### src/rtl/servo_pkg.sv
`timescale 1ns/1ps
// servo_pkg
// Shared constants and types for the servo PWM stage.
//   TICKS_PER_FRAME : ticks per PWM period (20 ms at a 10 us tick)
//   MIN_PULSE       : pulse width in ticks for position 0 (1.0 ms)
//   POS_RANGE       : largest legal position; width = MIN_PULSE + pos
//   POS_W           : width of the position command
//   TIMEOUT_FRAMES  : frames without a loaded command before failsafe
//   NEUTRAL_WIDTH   : centre pulse width used at reset and in failsafe
package servo_pkg;

    localparam int TICKS_PER_FRAME = 2000;
    localparam int MIN_PULSE       = 100;
    localparam int POS_RANGE       = 100;
    localparam int POS_W           = 8;
    localparam int TIMEOUT_FRAMES  = 50;
    localparam int NEUTRAL_WIDTH   = MIN_PULSE + POS_RANGE / 2;
    localparam int CNT_W           = $clog2(TICKS_PER_FRAME);

    typedef enum logic {
        IDLE = 1'b0,
        RUN  = 1'b1
    } servo_state_t;

endpackage

### src/rtl/servo_cmd_shadow.sv
`timescale 1ns/1ps
// servo_cmd_shadow
// Position command intake: valid/ready handshake, clamp to POS_RANGE and a
// one-deep shadow register. The frame logic asks for a load at each frame
// start; a command arriving on that very edge bypasses the shadow.
// Ports:
//   clk, reset     : clock, asynchronous active-low reset
//   frame_evt      : high on the clk edge that begins a frame
//   cmd_valid/pos  : command from the source
//   cmd_ready      : high while no command is pending
//   load           : frame start carries a new command this edge
//   load_width     : pulse width (ticks) of that command
module servo_cmd_shadow #(
    parameter int MIN_PULSE = servo_pkg::MIN_PULSE,
    parameter int POS_RANGE = servo_pkg::POS_RANGE,
    parameter int POS_W     = servo_pkg::POS_W,
    parameter int CNT_W     = servo_pkg::CNT_W
) (
    input  logic             clk,
    input  logic             reset,
    input  logic             frame_evt,
    input  logic             cmd_valid,
    input  logic [POS_W-1:0] cmd_pos,
    output logic             cmd_ready,
    output logic             load,
    output logic [CNT_W-1:0] load_width
);
    import servo_pkg::*;

    localparam logic [POS_W-1:0] POS_MAX = POS_W'(POS_RANGE);

    logic             pending;
    logic [POS_W-1:0] shadow;
    logic [POS_W-1:0] pos_clamped;
    logic             xfer;

    assign cmd_ready   = !pending;
    assign xfer        = cmd_valid && !pending;
    assign pos_clamped = (cmd_pos > POS_MAX) ? POS_MAX : cmd_pos;

    // A pending command wins; otherwise a transfer on the frame-start edge
    // goes straight through without ever setting pending.
    assign load       = frame_evt && (pending || xfer);
    assign load_width = CNT_W'(MIN_PULSE)
                      + (pending ? CNT_W'(shadow) : CNT_W'(pos_clamped));

    always_ff @(posedge clk or negedge reset) begin
        if (!reset) begin
            pending <= 1'b0;
            shadow  <= '0;
        end else if (frame_evt) begin
            pending <= 1'b0;
        end else if (xfer) begin
            pending <= 1'b1;
            shadow  <= pos_clamped;
        end
    end

endmodule

### src/rtl/servo_pwm_gen.sv
`timescale 1ns/1ps
// servo_pwm_gen
// Hobby-servo PWM frame generator. Advances only on tick strobes; pulse
// width is taken from the command shadow at frame boundaries so a pulse is
// never glitched. A frame-count watchdog forces neutral width when commands
// stop arriving.
// Ports:
//   clk, reset   : 50 MHz clock, asynchronous active-low reset
//   tick         : one-clk enable strobe from the divider
//   enable       : level, 0 returns the block to idle on the next tick
//   cmd_valid    : position command valid
//   cmd_pos      : position command, 0..POS_RANGE (larger values clamp)
//   cmd_ready    : command can be accepted
//   pwm_out      : registered servo output
//   frame_start  : one-clk pulse on the edge that begins a frame
//   failsafe     : neutral width is being forced by the watchdog
//
// state | meaning
// IDLE  | output low, counter held at 0, waiting for enable on a tick
// RUN   | counting ticks through frames, output high while count < width
module servo_pwm_gen #(
    parameter int TICKS_PER_FRAME = servo_pkg::TICKS_PER_FRAME,
    parameter int MIN_PULSE       = servo_pkg::MIN_PULSE,
    parameter int POS_RANGE       = servo_pkg::POS_RANGE,
    parameter int POS_W           = servo_pkg::POS_W,
    parameter int TIMEOUT_FRAMES  = servo_pkg::TIMEOUT_FRAMES
) (
    input  logic             clk,
    input  logic             reset,
    input  logic             tick,
    input  logic             enable,
    input  logic             cmd_valid,
    input  logic [POS_W-1:0] cmd_pos,
    output logic             cmd_ready,
    output logic             pwm_out,
    output logic             frame_start,
    output logic             failsafe
);
    import servo_pkg::*;

    localparam int CNT_W = $clog2(TICKS_PER_FRAME);
    localparam int TO_W  = $clog2(TIMEOUT_FRAMES + 1);

    localparam logic [CNT_W-1:0] NEUTRAL  = CNT_W'(MIN_PULSE + POS_RANGE / 2);
    localparam logic [CNT_W-1:0] LAST_CNT = CNT_W'(TICKS_PER_FRAME - 1);
    localparam logic [TO_W-1:0]  TO_MAX   = TO_W'(TIMEOUT_FRAMES);

    servo_state_t     state;
    logic [CNT_W-1:0] cnt;
    logic [CNT_W-1:0] cnt_step;
    logic [CNT_W-1:0] width;
    logic [CNT_W-1:0] width_next;
    logic [TO_W-1:0]  to_cnt;
    logic [TO_W-1:0]  to_next;
    logic             failsafe_next;
    logic             frame_evt;
    logic             load;
    logic [CNT_W-1:0] load_width;

    servo_cmd_shadow #(
        .MIN_PULSE (MIN_PULSE),
        .POS_RANGE (POS_RANGE),
        .POS_W     (POS_W),
        .CNT_W     (CNT_W)
    ) u_shadow (
        .clk        (clk),
        .reset      (reset),
        .frame_evt  (frame_evt),
        .cmd_valid  (cmd_valid),
        .cmd_pos    (cmd_pos),
        .cmd_ready  (cmd_ready),
        .load       (load),
        .load_width (load_width)
    );

    assign cnt_step = (cnt == LAST_CNT) ? '0 : cnt + 1'b1;

    // Frame start: leaving IDLE, or wrapping the counter while running.
    always_comb begin
        frame_evt = 1'b0;
        if (tick && enable) begin
            frame_evt = (state == IDLE) || (cnt == LAST_CNT);
        end
    end

    // Width and watchdog update, evaluated for the frame beginning now so
    // the new width already governs the first tick of that frame.
    always_comb begin
        to_next       = to_cnt;
        width_next    = width;
        failsafe_next = failsafe;
        if (load) begin
            to_next       = '0;
            width_next    = load_width;
            failsafe_next = 1'b0;
        end else if (frame_evt) begin
            if (to_cnt != TO_MAX) begin
                to_next = to_cnt + 1'b1;
            end
            if (to_next == TO_MAX) begin
                width_next    = NEUTRAL;
                failsafe_next = 1'b1;
            end
        end
    end

    always_ff @(posedge clk or negedge reset) begin
        if (!reset) begin
            state       <= IDLE;
            cnt         <= '0;
            width       <= NEUTRAL;
            to_cnt      <= '0;
            failsafe    <= 1'b0;
            pwm_out     <= 1'b0;
            frame_start <= 1'b0;
        end else begin
            frame_start <= frame_evt;
            width       <= width_next;
            to_cnt      <= to_next;
            failsafe    <= failsafe_next;
            if (tick) begin
                case (state)
                    IDLE: begin
                        cnt <= '0;
                        if (enable) begin
                            state   <= RUN;
                            pwm_out <= (width_next != '0);
                        end else begin
                            pwm_out <= 1'b0;
                        end
                    end
                    RUN: begin
                        if (!enable) begin
                            state   <= IDLE;
                            cnt     <= '0;
                            pwm_out <= 1'b0;
                        end else begin
                            cnt     <= cnt_step;
                            pwm_out <= (cnt_step < width_next);
                        end
                    end
                    default: begin
                        state   <= IDLE;
                        cnt     <= '0;
                        pwm_out <= 1'b0;
                    end
                endcase
            end
        end
    end

endmodule

### config.mk
export PLATFORM = sky130hd
export DESIGN_NAME = servo_pwm_gen
export DESIGN_NICKNAME = d
export VERILOG_FILES = /design/src/rtl/servo_pkg.sv /design/src/rtl/servo_cmd_shadow.sv /design/src/rtl/servo_pwm_gen.sv
export SDC_FILE = /design/constraint.sdc
export NUM_CORES = 1
export LEC_CHECK = 0
export BUFFER_PORTS_ARGS = -buffer_cell sky130_fd_sc_hd__clkbuf_2
export CORE_MARGIN = 4
export CORE_UTILIZATION = 45
export DETAILED_ROUTE_END_ITERATION = 10
export PLACE_DENSITY = 0.63
export SLEW_MARGIN = 5
export SYNTH_ARGS = -nofsm -noshare
export SYNTH_HDL_FRONTEND = slang
export SYNTH_SLANG_ARGS = --single-unit
### constraint.sdc
create_clock -name clk -period 3.45 [get_ports clk]
set_input_delay 0.69 -clock clk [delete_from_list [all_inputs] [get_ports clk]]
set_output_delay 0.69 -clock clk [all_outputs]
set_load 0.02 [all_outputs]
==> results.cfg <==
[hold_path]
hold_end = u_shadow.shadow[0]$_DFFE_PN0P_
holdPathStages = 2
min_from = u_shadow.shadow[0]$_DFFE_PN0P_
hp-class = reg2reg

[logic_synthesis]
synth_mux_area_frac = 0
yosys.area_share.simple = 0.191
async_reset_ff_frac = 1.00
synth_ff_type = dfrtp_1
yosysWarnings = 0
netlist_area_um2 = 2510
synth_compound_gate_area_share = 0.239
synth_cell_types = 51
synthXorXnorAreaFrac = 0.0384
synth_adder_area_share = 0.0698
synth_top_family_by_area = compound AO/OA/AOI/OAI gates
seq_area_frac_synth = 0.411
ys_ff_latch = 41
netlist_instances = 282
synth_nets = 309
avgSynthCellArea_um2 = 8.90
synth_edf_count = 0

[timing]
layout_setup_ws_ns = 0.0989
finalSetupViolCount = 0
finClkSkew_ns = 0.00158
slew_headroom = 0.319
worstMarginPinSlew_ns = 1.02
fin_crit_ns = 3.35
max_freq_ghz = 0.298
rsz0062_at_grt = yes
hold_viol_final = 0
drv_slew = 0
fin_crit_sh = 0.971

[setup_path]
path_delay_family = compound AO/OA/AOI/OAI gates
slowest_stage = or4_4
r2r_slack_ns = 0.1
r2r_start = to_cnt[0]$_DFFE_PN0P_
setup.worst_path.class = reg2reg
path_cells = inv_1, ha_2, inv_2, or4_4, a221o_1, a21oi_2, buf_4, a2bb2oi_1, inv_1, ha_1, o21a_1, a311oi_1, a211oi_1, a41oi_1
r2r-end = pwm_out$_DFFE_PN0P_
cp_common_cell = inv_1
critical_path.startpoint_type = register
slowest_delay_ns = 0.46
arrival_ns = 3.57
required_ns = 3.67
worstRegToRegCells = 14
cp_max_fo = 3
end_kind = register
cp.buffers_inverters = 4

[pwr]
ir_drop_v = 0.000211
p_per_area_nw_per_um2 = 415
p_leak_uw = 0.00147

[clock_tree]
root_buffer = clkbuf_8
cts_tree = done
h-tree-depth = 2
path_clk_slew_ns = 0.08
cts.sinks = 41
numCtsBuffers = 5
cts_hold_buf = 0
clk_path_buf_depth = 2
clock_latency_ns = 0.29

[placement]
dp_cells = 393
port_buffers = 16
place_ws_ns = -0.253
post-dp-hpwl_um = 4580
routabilityCongestion = 0.847

[routing]
first_pass_iters = 5
wl_per_cell_um = 15.4
vias = 2249
drc_errors = 0
wirelength_um = 6170
drtAntennaViolNets = 0
viasPerCell = 5.59
drt-initial-drc-count = 106

[grt]
track_usage = 0.199
grt_max_degree = 42
grt_overflow = 0
grt_pass1_wl_um = 10400
grt_pass1_vias = 2126
antenna_found_initial = 0

[die]
rows = 26
coreArea_um2 = 5270
io_pins = 17
initial_core_util = 0.476
die_x_um = 82.7
die_y_um = 82.7
dieArea_um2 = 6840

[final_layout]
n_fill_cell = 478
drive_above_1_share = 0.244
final_nets = 358
layout_common_cells = 37 x dfrtp_1, 36 x buf_4, 27 x nand2_1
antenna_cells = 0
fin_cells = 402
layout_commonest_cell = dfrtp_1
area_growth_pct = 22.5
utilization = 0.584

[run_status]
outcome = complete, no violations

[job]
max-cap-violations = 0
[tightest hold or removal path, delay by kind of cell, from the launching register on]
family	cells	cell delay [ns]
simple gates	1	0.04
compound gates	1	0.06
flops	1	0.35
[state kept, by name (all words and copies together) (netlist names)]
signal and cells:
frame_start 1, cnt 11, state 1, width 11, failsafe 1, to_cnt 6, pwm_out 1, u_shadow.pending 1
u_shadow.shadow 8
[Yosys cell counts, drive strengths merged, types with 4 or more instances]
cell / number / area [um2]
dfrtp: 37 / 926
nand2: 28 / 105
o21ai: 26 / 130
nor2: 25 / 93.8
inv: 22 / 82.6
ha: 14 / 175
a21oi: 9 / 45.0
a32o: 9 / 90.1
clkbuf: 9 / 33.8
nand3: 9 / 45.0
xnor2: 8 / 70.1
and3: 7 / 43.8
a21o: 6 / 45.0
and2: 5 / 31.3
o211ai: 5 / 37.5
o31ai: 5 / 37.5
dfstp: 4 / 105
nor3b: 4 / 30.0
[per-stage QoR]
stage / hold WS, ns / area, um2 / total power (uW) / setup TNS, ns
2_1_floorplan: 0.394 / 2510 / 788 / 0
3_3_place_gp: 0.466 / 2910 / 931 / -0.134
3_5_place_dp: 0.471 / 2910 / 934 / -0.253
4_1_cts: 0.491 / 3010 / 1260 / 0
5_1_grt: 0.521 / 3080 / 1360 / -0.0914
6_report: 0.485 / 3080 / 1280 / 0
[where the power goes]
part / leakage [uW] / total (uW) / internal [uW] / switching [uW]
logic: 0.000904 / 369 / 172 / 197
registers: 0.000533 / 584 / 548 / 35.7
clock network: 0.0000374 / 323 / 143 / 180
total: 0.00147 / 1280 / 863 / 413
[worst max path at each step]
stage,from,endpoint,slack (ns),cells past startpoint
global placement,cmd_pos[5],pwm_out$_DFFE_PN0P_,-0.13,17
global route,to_cnt[0]$_DFFE_PN0P_,pwm_out$_DFFE_PN0P_,-0.09,16
detailed placement,cmd_pos[5],pwm_out$_DFFE_PN0P_,-0.25,17
CTS,to_cnt[0]$_DFFE_PN0P_,pwm_out$_DFFE_PN0P_,0.02,16
finish,to_cnt[0]$_DFFE_PN0P_,pwm_out$_DFFE_PN0P_,0.1,14
floorplan,to_cnt[0]$_DFFE_PN0P_,pwm_out$_DFFE_PN0P_,0.05,16
[cell families after synthesis]
group	count (synthesis)
xor+xnor	11
flops	41
fa+ha+maj	14
simple gates	97
compound gates	85
buf+inv	34
[area by class of cell]
cell class              count  area (um2)  share of cell area
inverters                  23        86.3              0.0281
clock inverters             2        15.0             0.00488
well taps                  70        87.6              0.0285
clock buffers               6        72.6              0.0236
repair buffers             53         362               0.118
multi-input cells         207        1420               0.462
flip-flops and latches     41        1030               0.335
[timing repair]
action | 4_1_cts | 5_1_grt
resized for setup | 3 | 12
setup buffers | 0 | 1
pin swaps | 1 | 14
endpoints found under the setup margin | 1 | 1
[layer usage]
layer | global-route usage | vias up | routed length, um | part of all wire
met4 | 0.0588 | 0 | 63 | 0.010
met1 | 0.285 | 1072 | 2920 | 0.47
li1 | - | 1129 | - | -
met3 | 0.0358 | 4 | 307 | 0.050
met5 | 0 | - | 0 | 0
met2 | 0.306 | 44 | 2890 | 0.47
(Power assumes the default switching activity.)
